## src/rtl/booth_seq_ctrl.sv

```systemverilog
// Radix-2 Booth multiplier sequencer: one add/sub + arithmetic shift per clock,
// WIDTH iterations per operation, registered signed product with done pulse.
module booth_seq_ctrl #(
    parameter int WIDTH = 8,
    parameter int CNT_W = $clog2(WIDTH + 1)
) (
    input  logic                      clk,
    input  logic                      clr,
    input  logic                      start,
    input  logic signed [WIDTH-1:0]   multiplicand,
    input  logic signed [WIDTH-1:0]   multiplier,
    output logic                      busy,
    output logic                      done,
    output logic signed [2*WIDTH-1:0] product
);

    typedef enum logic [1:0] {
        S_IDLE = 2'd0,
        S_CALC = 2'd1,
        S_DONE = 2'd2
    } state_t;

    state_t                    r_state;
    state_t                    w_state_nxt;

    logic signed [WIDTH:0]     r_a;
    logic signed [WIDTH:0]     r_m;
    logic        [WIDTH-1:0]   r_q;
    logic                      r_q1;
    logic        [CNT_W-1:0]   r_cnt;
    logic signed [2*WIDTH-1:0] r_product;

    logic signed [WIDTH:0]     w_alu;
    logic signed [WIDTH:0]     w_a_nxt;
    logic        [WIDTH-1:0]   w_q_nxt;
    logic                      w_last;

    always_ff @(posedge clk) begin
        if (clr) begin
            r_state <= S_IDLE;
        end else begin
            r_state <= w_state_nxt;
        end
    end

    always_comb begin
        w_state_nxt = r_state;
        case (r_state)
            S_IDLE:  if (start) w_state_nxt = S_CALC;
            S_CALC:  if (w_last) w_state_nxt = S_DONE;
            S_DONE:  w_state_nxt = S_IDLE;
            default: w_state_nxt = S_IDLE;
        endcase
    end

    always_comb begin
        busy = (r_state != S_IDLE);
        done = (r_state == S_DONE);
    end

    // A is one bit wider than the operands so -2^(W-1) * -2^(W-1) cannot overflow
    always_comb begin
        case ({r_q[0], r_q1})
            2'b01:   w_alu = r_a + r_m;
            2'b10:   w_alu = r_a - r_m;
            default: w_alu = r_a;
        endcase
        w_a_nxt = {w_alu[WIDTH], w_alu[WIDTH:1]};
        w_q_nxt = {w_alu[0], r_q[WIDTH-1:1]};
        w_last  = (r_cnt == CNT_W'(1));
    end

    always_ff @(posedge clk) begin
        if (clr) begin
            r_a       <= '0;
            r_q       <= '0;
            r_q1      <= 1'b0;
            r_m       <= '0;
            r_cnt     <= '0;
            r_product <= '0;
        end else begin
            case (r_state)
                S_IDLE: begin
                    if (start) begin
                        r_a   <= '0;
                        r_q   <= multiplier;
                        r_q1  <= 1'b0;
                        r_m   <= {multiplicand[WIDTH-1], multiplicand};
                        r_cnt <= CNT_W'(WIDTH);
                    end
                end
                S_CALC: begin
                    r_a   <= w_a_nxt;
                    r_q   <= w_q_nxt;
                    r_q1  <= r_q[0];
                    r_cnt <= r_cnt - CNT_W'(1);
                    if (w_last) begin
                        r_product <= {w_a_nxt[WIDTH-1:0], w_q_nxt};
                    end
                end
                default: ;
            endcase
        end
    end

    assign product = r_product;

endmodule

```

## config.mk

```make
export PLATFORM = sky130hd
export DESIGN_NAME = booth_seq_ctrl
export DESIGN_NICKNAME = d
export VERILOG_FILES = /design/src/rtl/booth_seq_ctrl.sv
export SDC_FILE = /design/constraint.sdc
export NUM_CORES = 1
export LEC_CHECK = 0
export ABC_AREA = 1
export CAP_MARGIN = 20
export CORE_UTILIZATION = 50
export CTS_CLUSTER_DIAMETER = 100
export DETAILED_ROUTE_END_ITERATION = 10
export DONT_BUFFER_PORTS = 1
export PLACE_DENSITY = 0.68
export RECOVER_POWER = 25
export SETUP_SLACK_MARGIN = 0.2
export SLEW_MARGIN = 20
export SYNTH_ARGS = -nofsm -noshare
export SYNTH_HDL_FRONTEND = slang
export SYNTH_SLANG_ARGS = --single-unit
```

## constraint.sdc

```tcl
create_clock -name clk -period 2.2 [get_ports clk]
set_input_delay 0.11 -clock clk [delete_from_list [all_inputs] [get_ports clk]]
set_output_delay 0.11 -clock clk [all_outputs]
set_load 0.02 [all_outputs]
```

== After elaboration in Yosys (flattened, before gate mapping) ==
Cells that the tools add are included.
Widths: inputs -> output; s select.

* Bits in registers: 48
* Output and inout bits: 18

* Add/subtract/negate cells: 3
* Equal/unequal tests: 7
* Mux-type cells: 12
* Reduce and logical (&&, ||, !) cells: 7

{| class="wikitable"
|+ Operator list
! operator !! number
|-
| $pmux 9 s2 || 2
|-
| $pmux 8 s2 || 1
|-
| $add 9x8->9 || 1
|-
| $mux 9 || 1
|-
| $sub 9x8->9 || 1
|-
| $mux 8 || 1
|-
| $pmux 4 s2 || 1
|-
| $reduce_and 2->1 || 4
|-
| $eq 2x1->1 const B || 2
|-
| $eq 2x2->1 const B || 2
|-
| $eq 4x1->1 const B || 1
|-
| $mux 2 || 2
|-
| $mux 4 || 1
|-
| $ne 2x2->1 const B || 2
|-
| $pmux 2 s2 || 1
|-
| $reduce_bool 2->1 || 2
|-
| $sub 4x1->4 const B || 1
|-
| $logic_not 2->1 || 1
|-
| $pmux 1 s2 || 1
|-
| $mux 1 || 1
|}

== Logic depth before layout (Yosys ltp) ==
* Depth after elaboration: 3
* Gate-level depth with buffers: 20
* Mapped depth without buffers: 20

== Worst setup path before layout ==
OpenSTA, ideal clock, no wires.

* Path type: register to register
* Start point: register r_m[0]
* End point: register r_product[14], in the netlist product[14]
* Setup time: 0.113 ns
* Arrival: 2.166 ns
* Data required time: 2.087 ns
* Path slack: -0.079 ns
* Cell stages (with the launch flop): 17
* Clock period less this slack: 2.279 ns
* Path through: dfxtp_1 inv_1 ha_1 inv_1 nor2_1 inv_1 o21ai_0 xnor2_1 inv_1 ha_1 a21o_2 a21boi_0 nand3_1 nand3_1 nand2_1 o21ai_1 inv_1

* Longest elaborated chain between the ends: 2
* Elaborated cells between the ends (all ways): 3
* Classes of those cells: add/sub (2); mux (1)

{| class="wikitable"
|+ RTL lines
! element !! RTL line !! RTL
|-
| from (decl) || 27 || <nowiki>logic signed [WIDTH:0] r_m;</nowiki>
|-
| from (signal assigned) || 88 || <nowiki>r_m <= {multiplicand[WIDTH-1], multiplicand};</nowiki>
|-
| $sub 9x8->9 or $add 9x8->9 (tied branches) || 65, 64 ||
|-
| $pmux 9 s2 * || 63 || <nowiki>case ({r_q[0], r_q1})</nowiki>
|-
| to (signal assigned) || 98 || <nowiki>r_product <= {w_a_nxt[WIDTH-1:0], w_q_nxt};</nowiki>
|-
| to (decl) || 31 || <nowiki>logic signed [2*WIDTH-1:0] r_product;</nowiki>
|}

Every way passes the cells marked *; elsewhere a longest branch is shown, timed or not.
A chain may end at the register's enable or synchronous reset.

== Worst setup path in the final report ==
* Start point: register r_m[1]
* End point: register r_product[15], in the netlist product[15]

The elaborated chain is that of the path after synthesis.

==> impl_metrics.csv <==
group,metric,value,unit
outcome,status,"finished, violations left",
outcome,failed_checks,"setup timing",
worst_setup_path,crit_arrival,2.43,ns
clock_network,clkTransAtPathRegs,0.09,ns
drt,via_per_inst,5.29,
yosys,synth-seq-cells,47,
yosys,syn_area_per_cell,7.54,µm²
floorplan,die-area,5150,µm²
power_and_ir_drop,pwr_density_cell,812,nW/µm²
timing,setup_violations,3,
floorplan,start_util,51.9,%
place,place.gp.congestion,0.923,
timing,rsz0062_at_grt,"true",
power_and_ir_drop,ir_worst_vdd,0.639,mV
yosys,synthCells,323,
global_route,grt_pass1_wl,9180,µm
timing,slew_violations,0,
worst_hold_path,hold_class,"primary input to register",
drt,wire_per_inst,13.7,µm
clock_network,cts_tree,"yes",
timing,hold_violations,0,
clock_network,worstSkewPairLatency,0.30,ns
worst_setup_path,crit_type,"register to register",
timing,period_minus_slack,2.23,ns
floorplan,die_width,71.8,µm
clock_network,cts.path.max_buffers,2,
yosys,synthArstFlopShare,0,%
final_layout,layout.cells.non_filler,407,
yosys,synth.yosys.warnings,0,
worst_setup_path,endpoint_kind,"register",
global_route,antenna_found_initial,0,
final_layout,area_growth,23.8,%
timing,max_freq,0.449,GHz
worst_setup_path,cp_data_required_time,2.40,ns
place,pre_cts_ws,-0.0950,ns
final_layout,fin_nets,384,
drt,drc,0,
worst_setup_path,reg2reg_setup_slack,-0.03,ns
worst_setup_path,start_kind,"register",
yosys,ys.flop_type,"dfxtp_1",
place,numPortBuffers,0,
timing,min_period_over_period,101,%
power_and_ir_drop,p_leak,1.31,nW
timing,worst_slack,-0.0293,ns
drt,drt-total-wl,5570,µm
timing,relSlewSlack,37.9,%
final_layout,seq_area,945,µm²
global_route,grtUsageTotal,22.7,%
timing,worst_pin_slew,0.929,ns
clock_network,cts_root_buf,"clkbuf_8",
place,dp.cells,380,
floorplan,die_h,71.8,µm
global_route,grt_start_max_net_pins,28,
global_route,grt_pass1_vias,2009,
floorplan,core_area,4690,µm²
floorplan,io_pins,37,
yosys,ys_seq_area_share,38.6,%
drt,vias,2152,
drt,drtAntennaViolNets,0,
place,place_hpwl,3720,µm
yosys,netlist_area,2430,µm²
clock_network,cts_max_level,2,
yosys,ys_types,41,
final_layout,multi_input_area,1410,µm²
timing,tns,-0.0547,ns
clock_network,numCtsBuffers,5,
final_layout,fillers,412,
drt,dr.pass1.iters,4,
clock_network,cts.sinks,47,
run,max_cap_violations,0,
yosys,syn_nets,355,
yosys,synth_edf_count,0,
global_route,overflow,0,
timing,skew,0.00444,ns
floorplan,rows,25,
final_layout,drive_gt1_share,24.4,%
drt,drtIter0Drc,115,
final_layout,diodes,0,
worst_setup_path,critPathMaxFanout,4,
## per-stage QoR
| step | utilization, % | power [mW] | hold slack, ns | instance area (µm²) |
|---|---|---|---|---|
| finish | 64.2 | 2.45 | 0.00418 | 3010 |
| global route | 64.2 | 2.60 | 0.0360 | 3010 |
| CTS | 62.0 | 2.35 | 0.00318 | 2910 |
| detailed placement | 55.5 | 1.73 | 0.178 | 2610 |
| global placement | 55.5 | 1.71 | 0.177 | 2610 |
| floorplan | - | 1.56 | 0.258 | 2500 |
## cells in the final DEF (no fill, tap or decap), drive strengths merged
cell | synthesis | layout
nand2 | 61 | 61
inv | 55 | 56
dfxtp | 47 | 47
nor2 | 36 | 36
o21ai | 27 | 27
buf | 6 | 18
a21oi | 17 | 17
dlygate4sd3 | 0 | 14
ha | 12 | 12
o22ai | 10 | 10
nand3 | 10 | 10
a22oi | 7 | 7
a211oi | 6 | 6
clkbuf | 4 | 6
xor2 | 4 | 4
xnor2 | 2 | 2
o221ai | 2 | 2
a31oi | 2 | 2
nand4 | 2 | 2
o211ai | 2 | 2
nor3 | 2 | 2
clkinv | 1 | 2
o31ai | 1 | 1
a311oi | 1 | 1
a21o | 1 | 1
a21boi | 1 | 1
o21bai | 1 | 1
nor4 | 1 | 1
a2bb2oi | 1 | 1
fa | 1 | 1
## critical path, stage by stage (launching register included)
cell and delay (ns):
dfxtp_2 0.35, inv_2 0.08, ha_4 0.13, inv_2 0.04, nor2_4 0.11, nand3_2 0.08, nand2_2 0.08, xor2_1 0.14
inv_1 0.08, ha_4 0.28, nand2_2 0.06, nor2_1 0.10, nand2_1 0.07, nand2_2 0.07, inv_1 0.04, nand2_1 0.06
nand3_1 0.06, nand2_1 0.08, nand2_2 0.05, o21ai_1 0.12, inv_1 0.04
## cell type report
| cell class | count | area share (%) |
|---|---|---|
| timing repair buffer | 32 | 9.26 |
| inverter | 56 | 7.06 |
| clock inverter | 2 | 0.457 |
| multi-input combinational | 210 | 46.9 |
| clock buffer | 6 | 2.74 |
| sequential | 47 | 31.3 |
| tap | 54 | 2.24 |
## cells in the mapped netlist, drive strengths merged, types with 2 or more instances
master	n	area, µm²
inv	55	209
nor3	2	10.0
nand2	61	246
xor2	4	35.0
a22oi	7	52.6
a21oi	17	88.8
ha	12	150
nor2	36	176
clkbuf	4	15.0
a31oi	2	12.5
nand4	2	12.5
buf	6	47.5
xnor2	2	17.5
o22ai	10	75.1
dfxtp	47	941
o221ai	2	17.5
a211oi	6	45.0
o21ai	27	135
nand3	10	50.1
o211ai	2	15.0
## registers in the layout, indices dropped and copies added (netlist names)
register and count:
product 16, r_a 8, r_cnt 4, r_m 8, r_q 8, r_q1 1, r_state 2
## path summary, 6_finish.rpt
| check | end | from | cells after the start |
|---|---|---|---|
| worst max register to register | product[15] | r_m[1] | 20 |
| worst min register to register | r_cnt[3] | r_cnt[3] | 1 |
| worst min-delay path | r_m[6] | multiplicand[6] | 2 |
| worst max-delay path | product[15] | r_m[1] | 20 |
## timing repair
| item | CTS | global route |
|---|---|---|
| pin swaps | 7 | 14 |
| setup endpoints to repair | 12 | 14 |
| gates resized for setup | 11 | 23 |
| endpoints found under the hold margin | 29 | 0 |
| hold buffers | 14 | 0 |
| gates cloned | 0 | 0 |
| setup buffers | 2 | 3 |
## cells by family (layout without fill, tap and decap cells)
group                    Yosys count  after routing  share of synthesized area (%)
adder cells (fa/ha/maj)           13             13                           6.99
buffers and inverters             66             96                           11.3
AO/OA/AOI/OAI                     79             79                           20.3
flip-flops                        47             47                           38.6
XOR/XNOR                           6              6                           2.16
AND/OR/NAND/NOR                  112            112                           20.6
## report_power, final
part	internal [mW]	switching (mW)	total [mW]
combinational	0.400	0.501	0.901
clock	0.257	0.299	0.557
sequential	0.920	0.0709	0.991
## routing by layer
layer  GRT usage, %  vias up  share of wire, %
met5              0        -                 0
met4           8.71        0               2.5
met3           4.22       11               4.1
met2           36.8       46                46
met1           30.0      979                47
li1               -     1116                 -
Power figures use the tool's default switching activity.
